==> config.mk <==
export PLATFORM = sky130hd
export DESIGN_NAME = bus_write_arbiter_flat
export DESIGN_NICKNAME = d
export VERILOG_FILES = /design/src/rtl/bus_write_arbiter_if.sv /design/src/rtl/bus_write_arbiter.sv /design/src/flat_wrapper.sv
export SDC_FILE = /design/constraint.sdc
export NUM_CORES = 1
export LEC_CHECK = 0
export ABC_AREA = 1
export BUFFER_PORTS_ARGS = -buffer_cell sky130_fd_sc_hd__clkbuf_2
export CAP_MARGIN = 30
export CORE_UTILIZATION = 42
export CTS_CLUSTER_DIAMETER = 200
export DETAILED_ROUTE_END_ITERATION = 8
export PLACE_DENSITY = 0.81
export SLEW_MARGIN = 15
export SYNTH_ARGS = -nofsm -noshare
export SYNTH_HDL_FRONTEND = slang
export SYNTH_SLANG_ARGS = --single-unit
==> constraint.sdc <==
create_clock -name clk -period 2.2 [get_ports clk]
set_input_delay 0.33 -clock clk [delete_from_list [all_inputs] [get_ports clk]]
set_output_delay 0.33 -clock clk [all_outputs]
set_load 0.02 [all_outputs]
==> src/rtl/bus_write_arbiter_if.sv <==
// Shared internal-bus write port: requester bundle in, registered bus triplet plus per-requester ack/err out.
interface bus_write_arbiter_if #(
  parameter int N_REQ = 4,
  parameter int DW    = 16
);
  logic [N_REQ-1:0]    req;
  logic [N_REQ-1:0]    lock;
  logic [4*N_REQ-1:0]  dest;
  logic [DW*N_REQ-1:0] wdata;
  logic                stall;
  logic [N_REQ-1:0]    ack;
  logic [N_REQ-1:0]    err;
  logic                bus_we;
  logic [3:0]          bus_sel;
  logic [DW-1:0]       bus_data;

  modport master (
    output req, lock, dest, wdata, stall,
    input  ack, err, bus_we, bus_sel, bus_data
  );

  modport slave (
    input  req, lock, dest, wdata, stall,
    output ack, err, bus_we, bus_sel, bus_data
  );
endinterface

==> src/rtl/bus_write_arbiter.sv <==
// Round-robin write arbiter for the shared internal bus, with locked multi-beat ownership.
// Latency 1 cycle (all outputs registered); stall suppresses the grant for that edge only.
module bus_write_arbiter #(
  parameter int N_REQ    = 4,
  parameter int DW       = 16,
  parameter int MAX_LOCK = 8
) (
  input  logic                 clk,
  input  logic                 rst_n,
  bus_write_arbiter_if.slave   bus
);
  localparam int PW = $clog2(N_REQ);
  localparam int LW = $clog2(MAX_LOCK + 1);

  typedef enum logic {IDLE, OWN} state_t;

  state_t          state;
  logic [PW-1:0]   ptr;
  logic [PW-1:0]   own;
  logic [LW-1:0]   lcnt;
  logic [LW-1:0]   lcnt_nxt;

  logic [N_REQ-1:0] ack_q;
  logic [N_REQ-1:0] err_q;
  logic             we_q;
  logic [3:0]       sel_q;
  logic [DW-1:0]    data_q;

  logic [3:0]       dest_a  [N_REQ];
  logic [DW-1:0]    wdata_a [N_REQ];

  logic [PW-1:0]    scan_idx;
  logic [PW-1:0]    win;
  logic             win_hit;
  logic [PW-1:0]    gnt;
  logic             gnt_hit;
  logic             gnt_valid;
  logic [N_REQ-1:0] gnt_oh;

  for (genvar g = 0; g < N_REQ; g++) begin : g_unpack
    assign dest_a[g]  = bus.dest[4*g+3:4*g];
    assign wdata_a[g] = bus.wdata[DW*g+DW-1:DW*g];
  end

  function automatic logic [PW-1:0] next_idx(input logic [PW-1:0] i);
    return (32'(i) == N_REQ - 1) ? '0 : i + 1'b1;
  endfunction

  // 1001 and 1011..1111 have no register behind them in the demux.
  function automatic logic dest_ok(input logic [3:0] code);
    return (code <= 4'b1000) || (code == 4'b1010);
  endfunction

  // Walk from the farthest offset back to ptr so the nearest requester wins.
  always_comb begin
    win      = ptr;
    win_hit  = 1'b0;
    scan_idx = '0;
    for (int k = N_REQ - 1; k >= 0; k--) begin
      scan_idx = PW'((32'(ptr) + k) % N_REQ);
      if (bus.req[scan_idx]) begin
        win     = scan_idx;
        win_hit = 1'b1;
      end
    end
  end

  assign gnt       = (state == OWN) ? own : win;
  assign gnt_hit   = (state == OWN) ? bus.req[own] : win_hit;
  assign gnt_valid = dest_ok(dest_a[gnt]);
  assign gnt_oh    = N_REQ'(1) << gnt;
  assign lcnt_nxt  = lcnt + 1'b1;

  always_ff @(posedge clk) begin
    if (!rst_n) begin
      state  <= IDLE;
      ptr    <= '0;
      own    <= '0;
      lcnt   <= '0;
      ack_q  <= '0;
      err_q  <= '0;
      we_q   <= 1'b0;
      sel_q  <= '0;
      data_q <= '0;
    end else begin
      ack_q <= '0;
      err_q <= '0;
      we_q  <= 1'b0;
      if (!bus.stall) begin
        if (gnt_hit) begin
          if (gnt_valid) begin
            we_q   <= 1'b1;
            ack_q  <= gnt_oh;
            sel_q  <= dest_a[gnt];
            data_q <= wdata_a[gnt];
            if (state == IDLE) begin
              if (bus.lock[gnt] && MAX_LOCK > 1) begin
                state <= OWN;
                own   <= gnt;
                lcnt  <= LW'(1);
              end else begin
                ptr <= next_idx(gnt);
              end
            end else begin
              lcnt <= lcnt_nxt;
              if (!bus.lock[own] || 32'(lcnt_nxt) >= MAX_LOCK) begin
                state <= IDLE;
                ptr   <= next_idx(own);
                lcnt  <= '0;
              end
            end
          end else begin
            // Rejected beat: bus triplet holds, ownership ends.
            err_q <= gnt_oh;
            state <= IDLE;
            ptr   <= next_idx(gnt);
            lcnt  <= '0;
          end
        end else if (state == OWN) begin
          state <= IDLE;
          ptr   <= next_idx(own);
          lcnt  <= '0;
        end
      end
    end
  end

  assign bus.ack      = ack_q;
  assign bus.err      = err_q;
  assign bus.bus_we   = we_q;
  assign bus.bus_sel  = sel_q;
  assign bus.bus_data = data_q;

endmodule
==> src/flat_wrapper.sv <==
// flat-port wrapper written by rule: the top's interface ports become plain ports
module bus_write_arbiter_flat 
#(
  parameter int N_REQ    = 4,
  parameter int DW       = 16,
  parameter int MAX_LOCK = 8
)
  (clk, rst_n, bus_req, bus_lock, bus_dest, bus_wdata, bus_stall, bus_ack, bus_err, bus_bus_we, bus_bus_sel, bus_bus_data);
  bus_write_arbiter_if #(.N_REQ(N_REQ), .DW(DW)) bus_i ();
  input  logic clk;
  input  logic rst_n;
  input wire logic [$bits(bus_i.req)-1:0] bus_req;
  input wire logic [$bits(bus_i.lock)-1:0] bus_lock;
  input wire logic [$bits(bus_i.dest)-1:0] bus_dest;
  input wire logic [$bits(bus_i.wdata)-1:0] bus_wdata;
  input wire logic [$bits(bus_i.stall)-1:0] bus_stall;
  output wire logic [$bits(bus_i.ack)-1:0] bus_ack;
  output wire logic [$bits(bus_i.err)-1:0] bus_err;
  output wire logic [$bits(bus_i.bus_we)-1:0] bus_bus_we;
  output wire logic [$bits(bus_i.bus_sel)-1:0] bus_bus_sel;
  output wire logic [$bits(bus_i.bus_data)-1:0] bus_bus_data;
  assign bus_i.req = bus_req;
  assign bus_i.lock = bus_lock;
  assign bus_i.dest = bus_dest;
  assign bus_i.wdata = bus_wdata;
  assign bus_i.stall = bus_stall;
  assign bus_ack = bus_i.ack;
  assign bus_err = bus_i.err;
  assign bus_bus_we = bus_i.bus_we;
  assign bus_bus_sel = bus_i.bus_sel;
  assign bus_bus_data = bus_i.bus_data;
  bus_write_arbiter #(.N_REQ(N_REQ), .DW(DW), .MAX_LOCK(MAX_LOCK)) u_core (.clk(clk), .rst_n(rst_n), .bus(bus_i));
endmodule
## Word-level counts from Yosys, hierarchy flattened

Index checks and enable logic that the tools add are counted.
Widths: inputs -> output; s select.

| storage, ports and cells | value |
|---|---|
| flip-flop bits (word level) | 38 |
| output and inout bits | 29 |

| operators by class | value |
|---|---|
| bitwise logic cells | 6 |
| magnitude comparators | 9 |
| mux-type cells | 50 |
| eq/ne operators | 6 |
| reductions and logical operators | 11 |
| shifts and indexed selects | 1 |
| $add $sub $neg | 6 |

Operator list:

| kind | count |
|---|---|
| $bmux 16 s2 | 1 |
| $mux 16 | 2 |
| $mux 4 | 8 |
| $mux 2 | 13 |
| $lt 2x3->1 const B | 6 |
| $mux 1 | 18 |
| $bmux 1 s2 | 7 |
| $bmux 4 s2 | 1 |
| $reduce_or 4->1 | 2 |
| $add 2x1->2 const B | 3 |
| $ne 3x2->1 const B | 2 |
| $reduce_and 3->1 | 2 |
| $not 1->1 | 5 |
| $reduce_and 5->1 | 1 |
| $add 2x2->2 const B | 2 |
| $add 4x1->4 const B | 1 |
| $eq 2x2->1 const B | 2 |
| $eq 4x4->1 const B | 1 |
| $ge 4x4->1 const B | 1 |
| $le 4x4->1 const B | 1 |
| $ne 4x4->1 const B | 1 |
| $reduce_and 4->1 | 1 |
| $shl 1x2->4 const A | 1 |
| $ge 3x3->1 const B | 1 |
| other kinds (5) | 6 |

## Depth between registers and ports, before layout

Gate-level depths: netlist (run 1).

| depth | value |
|---|---|
| word-level depth | 16 |
| gate-level depth with buffers | 24 |
| mapped depth without buffers | 22 |

## Worst setup path after synthesis (run 1)

OpenSTA, ideal clock, no wires.

| path | value |
|---|---|
| kind | register to register |
| start | register u_core.ptr[0] |
| end | register u_core.data_q[10], in the netlist u_core.bus.bus_data[10] |
| period minus slack after synthesis | 2225 ps |
| data required time | 2084 ps |
| data arrival time | 2109 ps |
| buffers on the path | 3 |
| stages on the path, launching flop included | 24 |
| setup time | 116 ps |
| path slack | -25 ps |
| cells stage by stage | dfxtp_1 > buf_6 > inv_6 > nand2_1 > nand2_1 > nand2_1 > nand2_1 > nand2_1 > nand3_1 > nand3_4 > nand2_4 > inv_2 > buf_6 > nand2_1 > nand2_1 > nand2_1 > nand2_2 > nand2_4 > inv_4 > nor2_8 > inv_6 > buf_6 > nor2_2 > nor2_1 |

| between the ends | value |
|---|---|
| word-level cells in the longest chain between the ends | 15 |
| elaborated cells between the ends (all ways) | 32 |
| classes of those cells | add/sub: 3; order compare: 1; eq/ne: 1; mux: 24; bitwise: 1; reduce/logical: 2 |

RTL lines:

| element | RTL line | source |
|---|---|---|
| start: declaration | bus_write_arbiter.sv:18 | `logic [PW-1:0] ptr;` |
| start signal: assignment | bus_write_arbiter.sv:102 | `ptr <= next_idx(gnt);` |
| start signal: assignment | bus_write_arbiter.sv:108 | `ptr <= next_idx(own);` |
| start signal: assignment | bus_write_arbiter.sv:116 | `ptr <= next_idx(gnt);` |
| $add 2x2->2 | bus_write_arbiter.sv:60 | `scan_idx = PW'((32'(ptr) + k) % N_REQ);` |
| $bmux 1 s2 | bus_write_arbiter.sv:61 | `if (bus.req[scan_idx]) begin` |
| $mux 1 (not written as such) | bus_write_arbiter.sv:61 |  |
| $mux 2 (4 in series) | bus_write_arbiter.sv:61 |  |
| $mux 2 | bus_write_arbiter.sv:68 | `assign gnt = (state == OWN) ? own : win;` |
| $not 2->3 (not written as such) | bus_write_arbiter.sv:70, bus_write_arbiter.sv:95 |  |
| $bmux 4 s2 | bus_write_arbiter.sv:70 | `assign gnt_valid = dest_ok(dest_a[gnt]);` |
| $mux 4 (not written as such) (2 in series) | bus_write_arbiter.sv:70 |  |
| $le 4x4->1 / $eq 4x4->1 (equally long branches) | bus_write_arbiter.sv:51 | `return (code <= 4'b1000) \|\| (code == 4'b1010);` |
| $logic_or 1x1->1 | bus_write_arbiter.sv:51 |  |
| $reduce_and 3->1 (no source line) | - |  |
| end signal: assignment | bus_write_arbiter.sv:95 | `data_q <= wdata_a[gnt];` |
| end: declaration | bus_write_arbiter.sv:27 | `logic [DW-1:0] data_q;` |

Several ways; a longest one is shown, not always the timed one. The select of a mux whose other input is x is not followed.
A chain may end at the register's enable or synchronous reset.

## Final worst setup path (run 1)

| path | value |
|---|---|
| start | register u_core.ptr[0] |
| end | register u_core.own[0] |

| between the ends | value |
|---|---|
| word-level cells in the longest chain between the ends | 15 |
| elaborated cells between the ends (all ways) | 31 |
| classes of those cells | add/sub: 3; order compare: 1; eq/ne: 1; mux: 23; bitwise: 1; reduce/logical: 2 |

RTL lines:

| element | RTL line | source |
|---|---|---|
| $add 2x2->2 | bus_write_arbiter.sv:60 |  |
| $bmux 1 s2 | bus_write_arbiter.sv:61 |  |
| $mux 1 (not written as such) | bus_write_arbiter.sv:61 |  |
| $mux 2 (4 in series) | bus_write_arbiter.sv:61 |  |
| $mux 2 | bus_write_arbiter.sv:68 |  |
| $not 2->3 (not written as such) | bus_write_arbiter.sv:70 |  |
| $bmux 4 s2 | bus_write_arbiter.sv:70 |  |
| $mux 4 (not written as such) (2 in series) | bus_write_arbiter.sv:70 |  |
| $le 4x4->1 / $eq 4x4->1 (equally long branches) | bus_write_arbiter.sv:51 |  |
| $logic_or 1x1->1 | bus_write_arbiter.sv:51 |  |
| $reduce_and 5->1 (no source line) | - |  |
| end signal: assignment | bus_write_arbiter.sv:99 | `own <= gnt;` |
| end: declaration | bus_write_arbiter.sv:19 | `logic [PW-1:0] own;` |

Several ways; a longest one is shown, not always the timed one. The select of a mux whose other input is x is not followed.

==> qor.csv, run 1 <==
stage,metric,value,unit
cts,numClockSinks,38,
global_route,grt_pass1_vias,3140,
layout,final.fill_count,444,
layout,layout_commonest_cell,sky130_fd_sc_hd__clkbuf_2,
synthesis,synth.cell_area,0.00250,mm2
critical_path,worstPathRequired,2.38,ns
layout,fin_nets,651,
synthesis,syn-instance-count,395,
sta,fmax,406,MHz
sta,max-slew-margin-rel,0.593,
synthesis,yosys_warnings,0,
power,leakage_power,0.00202,uW
global_route,grtUsageTotal,0.279,
critical_path,crit_path_max_fanout,7,
cts,htree_num_levels,2,
critical_path,crit_path_end_kind,flip-flop,
sta,skew,0.00261,ns
route,dr.pass1.iters,6,
sta,slack_of_the_critical_path,-0.263,ns
cts,cts_root_buffer,sky130_fd_sc_hd__clkbuf_8,
route,drcViolationCount,0,
global_route,grt_start_max_net_pins,35,
critical_path,cp-start-kind,flip-flop,
sta,rsz0062_at_grt,yes,
synthesis,seq_area_frac_synth,0.304,
placed_design,detailed_placement_wirelength_estimate,5880,um
route,route.final.wire_length,8650,um
synthesis,ys_ff_latch,38,
placed_design,dpl_worst_slack,-0.193,ns
die,die_h,79.2,um
global_route,antenna_found_initial,0,
sta,fin_hold_ws,0.311,ns
die,die_x,79.2,um
route,final_antenna_net_count,0,
critical_path,critPathArrivalTime,2.64,ns
layout,areaGrowthSynthToFinish,59.4,%
power,p_per_area,2130,mW/mm2
route,drt_iter0_markers,206,
die,core_area,0.00564,mm2
layout,final_layout_size_suffix_gt1_frac,0.476,
outcome,status,"complete, but fails checks",
route,route.detailed.wl_per_inst,13.8,um
synthesis,synth_fp_nets,492,
cts,clk_pin_slew,0.08,ns
placed_design,placer_s_final_routability_congestion_estimate,0.869,
sta,final-setup-viol-count,38,
layout,finalInstanceArea,0.00399,mm2
route,via_per_inst,5.30,
min_path,hold_path.class,primary input to flip-flop,
global_route,global_route_wire_length_before_repair,13700,um
synthesis,syn-mean-instance-area,6.34,um2
die,die_area,0.00628,mm2
placed_design,dpl_cell_area,0.00336,mm2
sta,timing_max_transition_violations_final,0,
power,vdd.ir_drop.worst,1.40,mV
global_route,grt.overflow.total,0,
die,rows,27,
layout,most-common-layout-cells,"sky130_fd_sc_hd__clkbuf_2, sky130_fd_sc_hd__nor2_1, sky130_fd_sc_hd__o21ai_0, sky130_fd_sc_hd__buf_4, sky130_fd_sc_hd__nand2_1",
cts,numCtsBuffers,5,
sta,timing.final.crit_share,1.12,
placed_design,placement.io_buffers,119,
sta,finalHoldViolCount,0,
sta,worst_pin_slew,0.611,ns
cts,worst_skew_pair_latency,0.30,ns
cts,cts_tree,built,
critical_path,path_class,flip-flop to flip-flop,
layout,insertedDiodeCount,0,
route,via_count,3322,
run,max_cap_viol_count,0,
die,initial_core_util,0.444,
synthesis,synth_cell_types,30,
outcome,failed_checks,negative setup slack,
sta,layout_min_cycle_time,2.46,ns
die,floorplan.io_pins,120,
cts,cts_buffer_depth,2,
## cell usage after synthesis (all sizes together)
| library cell | count | area share |
|---|---|---|
| o211ai | 1 | 0.0030 |
| buf | 6 | 0.024 |
| a21oi | 10 | 0.020 |
| inv | 27 | 0.045 |
| xor2 | 1 | 0.0035 |
| o22ai | 17 | 0.042 |
| ha | 6 | 0.030 |
| nor2 | 99 | 0.17 |
| o21ai | 66 | 0.13 |
| nor3 | 2 | 0.0040 |
| and3 | 1 | 0.0025 |
| nand3 | 21 | 0.047 |
| a31oi | 3 | 0.0075 |
| xnor2 | 1 | 0.0035 |
| a22oi | 1 | 0.0030 |
| clkbuf | 15 | 0.022 |
| nand2 | 77 | 0.13 |
| dfxtp | 38 | 0.30 |
| nand4 | 3 | 0.0075 |
## registers in the layout, indices dropped and copies added, names as in the netlist
| register | count |
|---|---|
| u_core.state | 1 |
| u_core.bus.bus_we | 1 |
| u_core.lcnt | 4 |
| u_core.bus.bus_sel | 4 |
| u_core.bus.ack | 4 |
| u_core.ptr | 2 |
| u_core.own | 2 |
| u_core.bus.bus_data | 16 |
| u_core.bus.err | 4 |
## routing by layer
layer,share of wire,up-vias,GRT usage
li1,-,1624,-
met1,0.37,1506,0.285
met2,0.53,161,0.519
met3,0.061,31,0.0586
met4,0.042,0,0.160
met5,0,-,0
## what timing repair did
item,in CTS,in global routing
hold endpoints to repair,0,0
resized for setup,35,63
endpoints found under the setup margin,38,38
setup buffers,12,6
hold buffers,0,0
cloned,3,1
pin swaps,11,23
## cell type report
| type | count | area [um2] | share of cell area |
|---|---|---|---|
| Multi-Input combinational cell | 310 | 1780 | 0.446 |
| Timing Repair Buffer | 171 | 1080 | 0.270 |
| Sequential cell | 38 | 764 | 0.191 |
| Inverter | 27 | 131 | 0.0329 |
| Tap cell | 72 | 90.1 | 0.0226 |
| Clock buffer | 5 | 68.8 | 0.0172 |
| Clock inverter | 3 | 68.8 | 0.0172 |
| Timing Repair inverter | 1 | 8.76 | 0.00219 |
## critical path: stages, from the launching register on
cell	delay, ns
sky130_fd_sc_hd__dfxtp_4	0.37
sky130_fd_sc_hd__clkbuf_16	0.15
sky130_fd_sc_hd__nand2_1	0.12
sky130_fd_sc_hd__nand2_4	0.08
sky130_fd_sc_hd__nand2_2	0.07
sky130_fd_sc_hd__nand2_1	0.07
sky130_fd_sc_hd__nand2_2	0.08
sky130_fd_sc_hd__nand2_2	0.06
sky130_fd_sc_hd__nand2_2	0.08
sky130_fd_sc_hd__nand3_4	0.13
sky130_fd_sc_hd__nand2_4	0.13
sky130_fd_sc_hd__inv_4	0.05
sky130_fd_sc_hd__nand2_2	0.04
sky130_fd_sc_hd__nand2_1	0.05
sky130_fd_sc_hd__nand2_1	0.07
sky130_fd_sc_hd__nand2_2	0.07
sky130_fd_sc_hd__nand2_4	0.10
sky130_fd_sc_hd__buf_4	0.15
sky130_fd_sc_hd__nand3_1	0.13
sky130_fd_sc_hd__o21ai_0	0.25
sky130_fd_sc_hd__a21oi_1	0.09
## final timing paths
path / startpoint / endpoint / slack, ns / cells past startpoint
setup / recovery: u_core.ptr[0]$_SDFFE_PN0P_ / u_core.own[0]$_SDFFE_PN0P_ / -0.26 / 20
hold / removal: bus_stall / u_core.state$_SDFFE_PN0N_ / 0.31 / 3
setup reg to reg: u_core.ptr[0]$_SDFFE_PN0P_ / u_core.own[0]$_SDFFE_PN0P_ / -0.26 / 20
hold reg to reg: u_core.lcnt[3]$_SDFFE_PN0P_ / u_core.lcnt[3]$_SDFFE_PN0P_ / 0.46 / 2
## report_power, final
| group | internal, uW | switching, uW | leakage, uW | total (uW) |
|---|---|---|---|---|
| logic | 2780 | 3790 | 0.00163 | 6570 |
| clock network | 454 | 264 | 0.0000683 | 718 |
| registers | 991 | 224 | 0.000313 | 1210 |
| total | 4220 | 4280 | 0.00202 | 8500 |
## kinds of logic (layout without fill, tap and decap cells)
| kind of cell | after synthesis | count (layout) | share of synthesized area |
|---|---|---|---|
| AO/OA/AOI/OAI | 98 | 98 | 0.208 |
| XOR/XNOR | 2 | 2 | 0.00699 |
| adder cells (fa/ha/maj) | 6 | 6 | 0.0300 |
| buffers and inverters | 48 | 207 | 0.0924 |
| flip-flops | 38 | 38 | 0.304 |
| AND/OR/NAND/NOR | 203 | 204 | 0.359 |
## per-stage QoR
step	TNS (ns)	utilization	std cells	total power, uW
floorplan	-0.241	-	395	4690
global placement	-0.918	0.595	598	6210
detailed placement	-3.57	0.595	598	6290
CTS	-1.34	0.659	621	7790
global route	-11.55	0.708	627	9190
finish	-5.43	0.708	627	8500
Power figures use the tool's default switching activity.
==> run 2, diff against run 1 <==
Settings changed: SETUP_SLACK_MARGIN set to 0.5.
==> run 2 against run 1 <==
  * The flow still finishes with violations (negative setup slack)
  * Sequential power is essentially flat
  * Non-clock buffer count increased by 1
  * Worst setup slack got worse by 0.015 ns
  * Register-to-register slack worse by 0.02 ns
  * Critical path type unchanged
  * Highest routed layer unchanged
==> qor.csv, run 2 (synthesis gave the netlist of run 1 again) <==
stage,metric,value,unit
outcome,status,"complete, but fails checks",
outcome,failed_checks,negative setup slack,
critical_path,crit_path_cell_trace,"buf_6, clkinv_8, nand2_4, nand2_4, nand2_4, nand2_4, nand2_4, nand2_2, nand2_2, nand3_4, nand2_8, nand2_2, nand3_2, nand2_2, nand2_2, nand2_4, inv_6, nor2_8, buf_6, buf_12, o21ai_0, nor2_1",
global_route,global_route_wire_length_before_repair,13400,um
critical_path,ff2ff_setup_slack,-0.28,ns
sta,timing.final.crit_share,1.13,
die,die_area,0.00628,mm2
layout,final_layout_size_suffix_gt1_frac,0.471,
route,route.final.wire_length,9040,um
route,via_count,3328,
critical_path,crit_path_max_fanout,7,
cts,cts_root_buffer,sky130_fd_sc_hd__clkbuf_8,
placed_design,placement.io_buffers,119,
layout,largest_register_ffs,16,
power,p_per_area,2180,mW/mm2
critical_path,critical_path.reg2reg.startpoint,u_core.ptr[0]$_SDFFE_PN0P_,
route,dr.pass1.iters,4,
placed_design,placer_s_final_routability_congestion_estimate,0.937,
global_route,grt.overflow.total,0,
run,max_cap_viol_count,0,
critical_path,critPathArrivalTime,2.67,ns
cts,cts_tree,built,
power,leakage_power,0.00202,uW
die,die_h,79.2,um
min_path,hold_path_end,u_core.state$_SDFFE_PN0N_,
global_route,grt_start_max_net_pins,35,
layout,areaGrowthSynthToFinish,59.0,%
route,drcViolationCount,0,
global_route,grtUsageTotal,0.270,
sta,layout_min_cycle_time,2.48,ns
cts,cts_buffer_depth,2,
cts,worst_skew_pair_latency,0.30,ns
layout,layout_commonest_cell,sky130_fd_sc_hd__clkbuf_2,
critical_path,critPathTopFamily,simple AND/OR/NAND/NOR gates,
critical_path,worstPathRequired,2.39,ns
die,initial_core_util,0.444,
placed_design,detailed_placement_wirelength_estimate,5920,um
sta,final-setup-viol-count,36,
critical_path,regToRegEndpoint,u_core.bus.bus_data[11]$_SDFFE_PN0P_,
min_path,hold_path_startpoint,bus_stall,
min_path,hold_depth,3,
critical_path,cp_peak_stage_delay,0.35,ns
sta,skew,0.00580,ns
layout,finalCoreUtilization,0.706,
sta,fin_hold_ws,0.317,ns
die,die_x,79.2,um
cts,numCtsBuffers,5,
layout,finalInstanceArea,0.00398,mm2
cts,htree_num_levels,2,
global_route,antenna_found_initial,0,
global_route,grt_pass1_vias,3112,
critical_path,path_class,flip-flop to flip-flop,
route,drt_iter0_markers,186,
critical_path,crit_slowest_cell,sky130_fd_sc_hd__dfxtp_2,
layout,insertedDiodeCount,0,
placed_design,dpl_cell_area,0.00329,mm2
min_path,hold_path.class,primary input to flip-flop,
layout,fin_nets,652,
sta,rsz0062_at_grt,yes,
sta,timing_max_transition_violations_final,0,
sta,slack_of_the_critical_path,-0.278,ns
sta,max-slew-margin-rel,0.600,
cts,numClockSinks,38,
power,vdd.ir_drop.worst,1.11,mV
sta,finalHoldViolCount,0,
route,route.detailed.wl_per_inst,14.4,um
layout,most-common-layout-cells,"sky130_fd_sc_hd__clkbuf_2, sky130_fd_sc_hd__nor2_1, sky130_fd_sc_hd__o21ai_0",
critical_path,ff2ff_path_depth,22,
critical_path,crit_path_end_kind,flip-flop,
cts,clk_pin_slew,0.08,ns
critical_path,most_used_cell_cp,sky130_fd_sc_hd__nand2_4,
route,final_antenna_net_count,0,
die,floorplan.io_pins,120,
critical_path,cp-start-kind,flip-flop,
sta,fmax,404,MHz
route,via_per_inst,5.30,
die,core_area,0.00564,mm2
die,rows,27,
sta,worst_pin_slew,0.600,ns
critical_path,cp.buffers_inverters,5,
run 2: cell count changes in the layout (fill, tap and decap cells not counted), moves of 3 or more:
cell,before,now
sky130_fd_sc_hd__nor2_1,82,85
sky130_fd_sc_hd__nand3_1,14,10
sky130_fd_sc_hd__nand3_2,6,10
sky130_fd_sc_hd__nor2_4,5,2
run 2: power breakdown:
group | switching (uW) | leakage (uW) | internal, uW
combinational | 3930 | 0.00164 | 2840
sequential | 208 | 0.000313 | 988
clock | 275 | 0.0000683 | 455
run 2: through the flow:
stage               total power (uW)  TNS (ns)  setup slack [ns]  instances
finish                          8690     -7.72            -0.278        628
global route                    9350    -13.25            -0.421        628
CTS                             7470     -1.56           -0.0842        613
detailed placement              6170     -5.00            -0.234        592
global placement                6050    -0.636           -0.0462        592
floorplan                       4740    -0.231           -0.0241        395
run 2: repair_timing:
action | 4_1_cts | 5_1_grt
cloned | 1 | 4
pin swaps | 6 | 31
endpoints found under the setup margin | 38 | 38
setup buffers | 12 | 11
endpoints found under the hold margin | 0 | 0
hold buffers | 0 | 0
resized for setup | 31 | 51
run 2: worst reg2reg max path, cell delays in order, from the launching register on:
cell	delay [ns]
sky130_fd_sc_hd__dfxtp_2	0.35
sky130_fd_sc_hd__buf_6	0.12
sky130_fd_sc_hd__clkinv_8	0.09
sky130_fd_sc_hd__nand2_4	0.09
sky130_fd_sc_hd__nand2_4	0.06
sky130_fd_sc_hd__nand2_4	0.09
sky130_fd_sc_hd__nand2_4	0.07
sky130_fd_sc_hd__nand2_4	0.08
sky130_fd_sc_hd__nand2_2	0.06
sky130_fd_sc_hd__nand2_2	0.07
sky130_fd_sc_hd__nand3_4	0.15
sky130_fd_sc_hd__nand2_8	0.15
sky130_fd_sc_hd__nand2_2	0.07
sky130_fd_sc_hd__nand3_2	0.07
sky130_fd_sc_hd__nand2_2	0.07
sky130_fd_sc_hd__nand2_2	0.09
sky130_fd_sc_hd__nand2_4	0.08
sky130_fd_sc_hd__inv_6	0.08
sky130_fd_sc_hd__nor2_8	0.05
sky130_fd_sc_hd__buf_6	0.13
sky130_fd_sc_hd__buf_12	0.12
sky130_fd_sc_hd__o21ai_0	0.20
sky130_fd_sc_hd__nor2_1	0.07
run 2: worst max path at each step:
stage / start / to / slack, ns / cells after the start
2_1_floorplan: u_core.ptr[0]$_SDFFE_PN0P_ / u_core.bus.bus_data[10]$_SDFFE_PN0P_ / -0.02 / 23
3_3_place_gp: u_core.ptr[0]$_SDFFE_PN0P_ / u_core.bus.bus_data[7]$_SDFFE_PN0P_ / -0.05 / 20
3_5_place_dp: u_core.ptr[0]$_SDFFE_PN0P_ / u_core.bus.bus_data[10]$_SDFFE_PN0P_ / -0.23 / 20
4_1_cts: u_core.ptr[0]$_SDFFE_PN0P_ / u_core.bus.bus_data[11]$_SDFFE_PN0P_ / -0.08 / 20
5_1_grt: u_core.ptr[0]$_SDFFE_PN0P_ / u_core.bus.bus_data[3]$_SDFFE_PN0P_ / -0.42 / 23
6_report: u_core.ptr[0]$_SDFFE_PN0P_ / u_core.bus.bus_data[11]$_SDFFE_PN0P_ / -0.28 / 22
run 2: metal layers:
metal | up-vias | wire length [um] | track usage
li1 | 1624 | - | -
met1 | 1515 | 3500 | 0.288
met2 | 156 | 4710 | 0.497
met3 | 33 | 531 | 0.0598
met4 | 0 | 296 | 0.131
met5 | - | 0 | 0
run 2: cell type report:
cell class              count  area (um2)
fillers                   452        1660
flip-flops and latches     38         762
clock inverters             3        68.8
multi-input cells         310        1770
repair inverters            1        8.76
well taps                  72        90.1
inverters                  27         136
repair buffers            172        1080
clock buffers               5        68.8
==> run 3, diff against run 2 <==
Settings changed: ABC_AREA 1 to not set, BUFFER_PORTS_ARGS -buffer_cell sky130_fd_sc_hd__clkbuf_2 to not set, CORE_UTILIZATION 42 to 52, DONT_BUFFER_PORTS set to 1, PLACE_DENSITY 0.81 to 0.74.
==> run 3 against run 2 <==
  * The run still ends with negative setup slack left
  * Critical path depth is 10 lower
  * Count of clock-buffer cells in the layout up 1
  * Non-clock buffer count down 132
  * Synthesized cell count is 14% lower
  * Cell area shrank 16%
  * First-iteration DRC count is 36% lower
  * Worst setup slack gained 0.15 ns
  * Clock power barely moved
  * Maximum frequency is 6.4% higher
  * Routed wire length decreased by 22%
  * Die area decreased by 17%
  * Largest cell class unchanged
==> qor.csv, run 3 <==
stage,metric,value,unit
power,vdd.ir_drop.worst,0.782,mV
synthesis,synth.cell_area,0.00257,mm2
power,power,4540,uW
synthesis,synth_enable_flop_cells,0,
synthesis,syn-mean-instance-area,7.53,um2
layout,insertedDiodeCount,0,
global_route,grt_pass1_vias,2201,
layout,areaGrowthSynthToFinish,30.8,%
critical_path,worstPathRequired,2.39,ns
placed_design,placement.io_buffers,0,
layout,final_layout_size_suffix_gt1_frac,0.263,
cts,cts_tree,built,
synthesis,seq_area_frac_synth,0.296,
sta,layout_min_cycle_time,2.33,ns
global_route,grt.overflow.total,0,
synthesis,syn-instance-count,341,
cts,worst_skew_pair_latency,0.29,ns
placed_design,detailed_placement_wirelength_estimate,4960,um
die,die_x,72.3,um
sta,rsz0062_at_grt,yes,
synthesis,synth-adder-area-share,0.0292,
synthesis,share_of_the_synthesized_netlist_area_taken_by_xor_and_xnor_gates,0.00341,
cts,cts_buffer_depth,2,
synthesis,synth-async-reset-ratio,0,
synthesis,synth.area.top_cells,"sky130_fd_sc_hd__dfxtp_1, sky130_fd_sc_hd__nand2_1, sky130_fd_sc_hd__nand3_1",
route,via_count,2567,
sta,slack_of_the_critical_path,-0.129,ns
sta,fin_hold_ws,0.163,ns
cts,clk_pin_slew,0.08,ns
cts,hold_fix_buffer_count_after_cts,0,
critical_path,crit_path_max_fanout,5,
min_path,hold_path.class,primary input to flip-flop,
synthesis,synth_top_flop_cell,sky130_fd_sc_hd__dfxtp_1,
synthesis,multiplexer_share_of_the_synthesized_area,0.111,
layout,most-common-layout-cells,"sky130_fd_sc_hd__nand2_1, sky130_fd_sc_hd__nand3_1, sky130_fd_sc_hd__dfxtp_1",
outcome,status,"complete, but fails checks",
synthesis,yosys_warnings,0,
route,via_per_inst,5.89,
die,initial_core_util,0.544,
cts,numCtsBuffers,5,
power,leakage_power,0.00137,uW
sta,worst_pin_slew,0.401,ns
route,dr.pass1.iters,4,
placed_design,dpl_worst_slack,-0.174,ns
route,route.detailed.wl_per_inst,16.2,um
global_route,grt_start_max_net_pins,40,
critical_path,path_class,flip-flop to flip-flop,
die,rows,25,
global_route,grtUsageTotal,0.250,
sta,finalHoldViolCount,0,
route,drcViolationCount,0,
sta,timing.final.crit_share,1.06,
global_route,antenna_found_initial,0,
cts,numClockSinks,38,
global_route,global_route_wire_length_before_repair,10100,um
sta,skew,0.00512,ns
synthesis,netlist_top_cells_count,"sky130_fd_sc_hd__nand2_1, sky130_fd_sc_hd__nand3_1, sky130_fd_sc_hd__dfxtp_1",
synthesis,ys_ff_latch,38,
sta,timing.setup.tns,-0.766,ns
synthesis,synth.largest_area_cell,sky130_fd_sc_hd__dfxtp_1,
synthesis,post_synthesis_simple_gate_area_fraction,0.370,
synthesis,compound_cell_area_share_of_the_yosys_netlist,0.150,
synthesis,yosys.cell_count.top_type,sky130_fd_sc_hd__nand2_1,
die,die_h,72.3,um
layout,fin_nets,465,
die,floorplan.io_pins,120,
cts,htree_num_levels,2,
sta,max-slew-margin-rel,0.733,
layout,layout_commonest_cell,sky130_fd_sc_hd__nand2_1,
placed_design,placer_s_final_routability_congestion_estimate,0.843,
critical_path,crit_path_end_kind,flip-flop,
route,final_antenna_net_count,0,
synthesis,synth_top_family_by_area,simple AND/OR/NAND/NOR gates,
sta,final-setup-viol-count,24,
sta,fmax,429,MHz
synthesis,synthDominantCellAreaShare,0.296,
layout,largest_register_ffs,16,
synthesis,synth_fp_nets,438,
die,die_area,0.00523,mm2
outcome,failed_checks,negative setup slack,
critical_path,critPathArrivalTime,2.52,ns
synthesis,synth_cell_types,50,
sta,timing_max_transition_violations_final,0,
die,core_area,0.00472,mm2
route,drt_iter0_markers,119,
run,max_cap_viol_count,0,
power,p_per_area,1350,mW/mm2
critical_path,cp-start-kind,flip-flop,
cts,cts_root_buffer,sky130_fd_sc_hd__clkbuf_8,
route,route.final.wire_length,7080,um
==> run 3: cell count changes after synthesis, sizes merged, moves of 10 or more <==
cell,change
a21boi,+20
inv,-23
mux2i,+16
o21ai,-58
o22ai,-17
nand3,+33
nand2,+15
and2,+10
nor2,-92
nor2b,+11
==> run 3: worst max-delay path, cell delays in order, from the launching register on <==
cell	delay, ns
sky130_fd_sc_hd__dfxtp_2	0.33
sky130_fd_sc_hd__buf_6	0.12
sky130_fd_sc_hd__nor2b_4	0.13
sky130_fd_sc_hd__o21ai_4	0.08
sky130_fd_sc_hd__a41oi_4	0.25
sky130_fd_sc_hd__buf_6	0.13
sky130_fd_sc_hd__buf_6	0.09
sky130_fd_sc_hd__mux2i_4	0.22
sky130_fd_sc_hd__or3b_4	0.41
sky130_fd_sc_hd__nand3_4	0.12
sky130_fd_sc_hd__buf_6	0.10
sky130_fd_sc_hd__mux2i_1	0.17
sky130_fd_sc_hd__nor2b_1	0.06
==> run 3: timing repair <==
item | CTS | global route
buffers inserted | 6 | 7
cloned | 0 | 1
pin swaps | 14 | 15
endpoints found under the setup margin | 38 | 38
resized for setup | 33 | 26
==> run 3: layer usage <==
metal	track usage	routed length, um	vias up
met1	0.311	2930	1181
met4	0.0632	106	0
met5	0	0	-
li1	-	-	1239
met3	0.0597	596	12
met2	0.433	3450	135
==> run 3: area by class of cell <==
type / instances / area [um2]
multi-input cells: 278 / 1940
fillers: 364 / 1360
flip-flops and latches: 38 / 766
repair buffers: 40 / 393
well taps: 67 / 83.8
clock buffers: 6 / 82.6
clock inverters: 2 / 60.1
inverters: 5 / 33.8
==> run 3: cell families (layout without fill, tap and decap cells) <==
logic type / count (synthesis) / count (layout)
compound gates: 51 / 51
xor+xnor: 1 / 1
fa+ha+maj: 6 / 6
buf+inv: 25 / 53
flops: 38 / 38
mux: 22 / 22
simple gates: 198 / 198
==> run 3: report_power, final <==
part           internal, uW  switching, uW  leakage (uW)
combinational          1280           1340      0.000988
clock                   484            248     0.0000714
sequential              873            316      0.000311
total                  2640           1900       0.00137
==> run 3: final timing paths <==
check	endpoint	depth (start not counted)	start	slack (ns)
worst max-delay path	u_core.lcnt[1]$_SDFFE_PN0P_	12	u_core.ptr[0]$_SDFFE_PN0P_	-0.13
worst min register to register	u_core.lcnt[2]$_SDFFE_PN0P_	2	u_core.lcnt[2]$_SDFFE_PN0P_	0.47
worst min-delay path	u_core.ptr[1]$_SDFFE_PN0P_	2	rst_n	0.16
worst max register to register	u_core.lcnt[1]$_SDFFE_PN0P_	12	u_core.ptr[0]$_SDFFE_PN0P_	-0.13
==> run 3: stage by stage <==
step / util / std cells / area, um2
global placement: 0.604 / 414 / 2850
floorplan: - / 341 / 2720
global route: 0.711 / 436 / 3360
detailed placement: 0.604 / 414 / 2850
CTS: 0.665 / 428 / 3140
finish: 0.711 / 436 / 3360
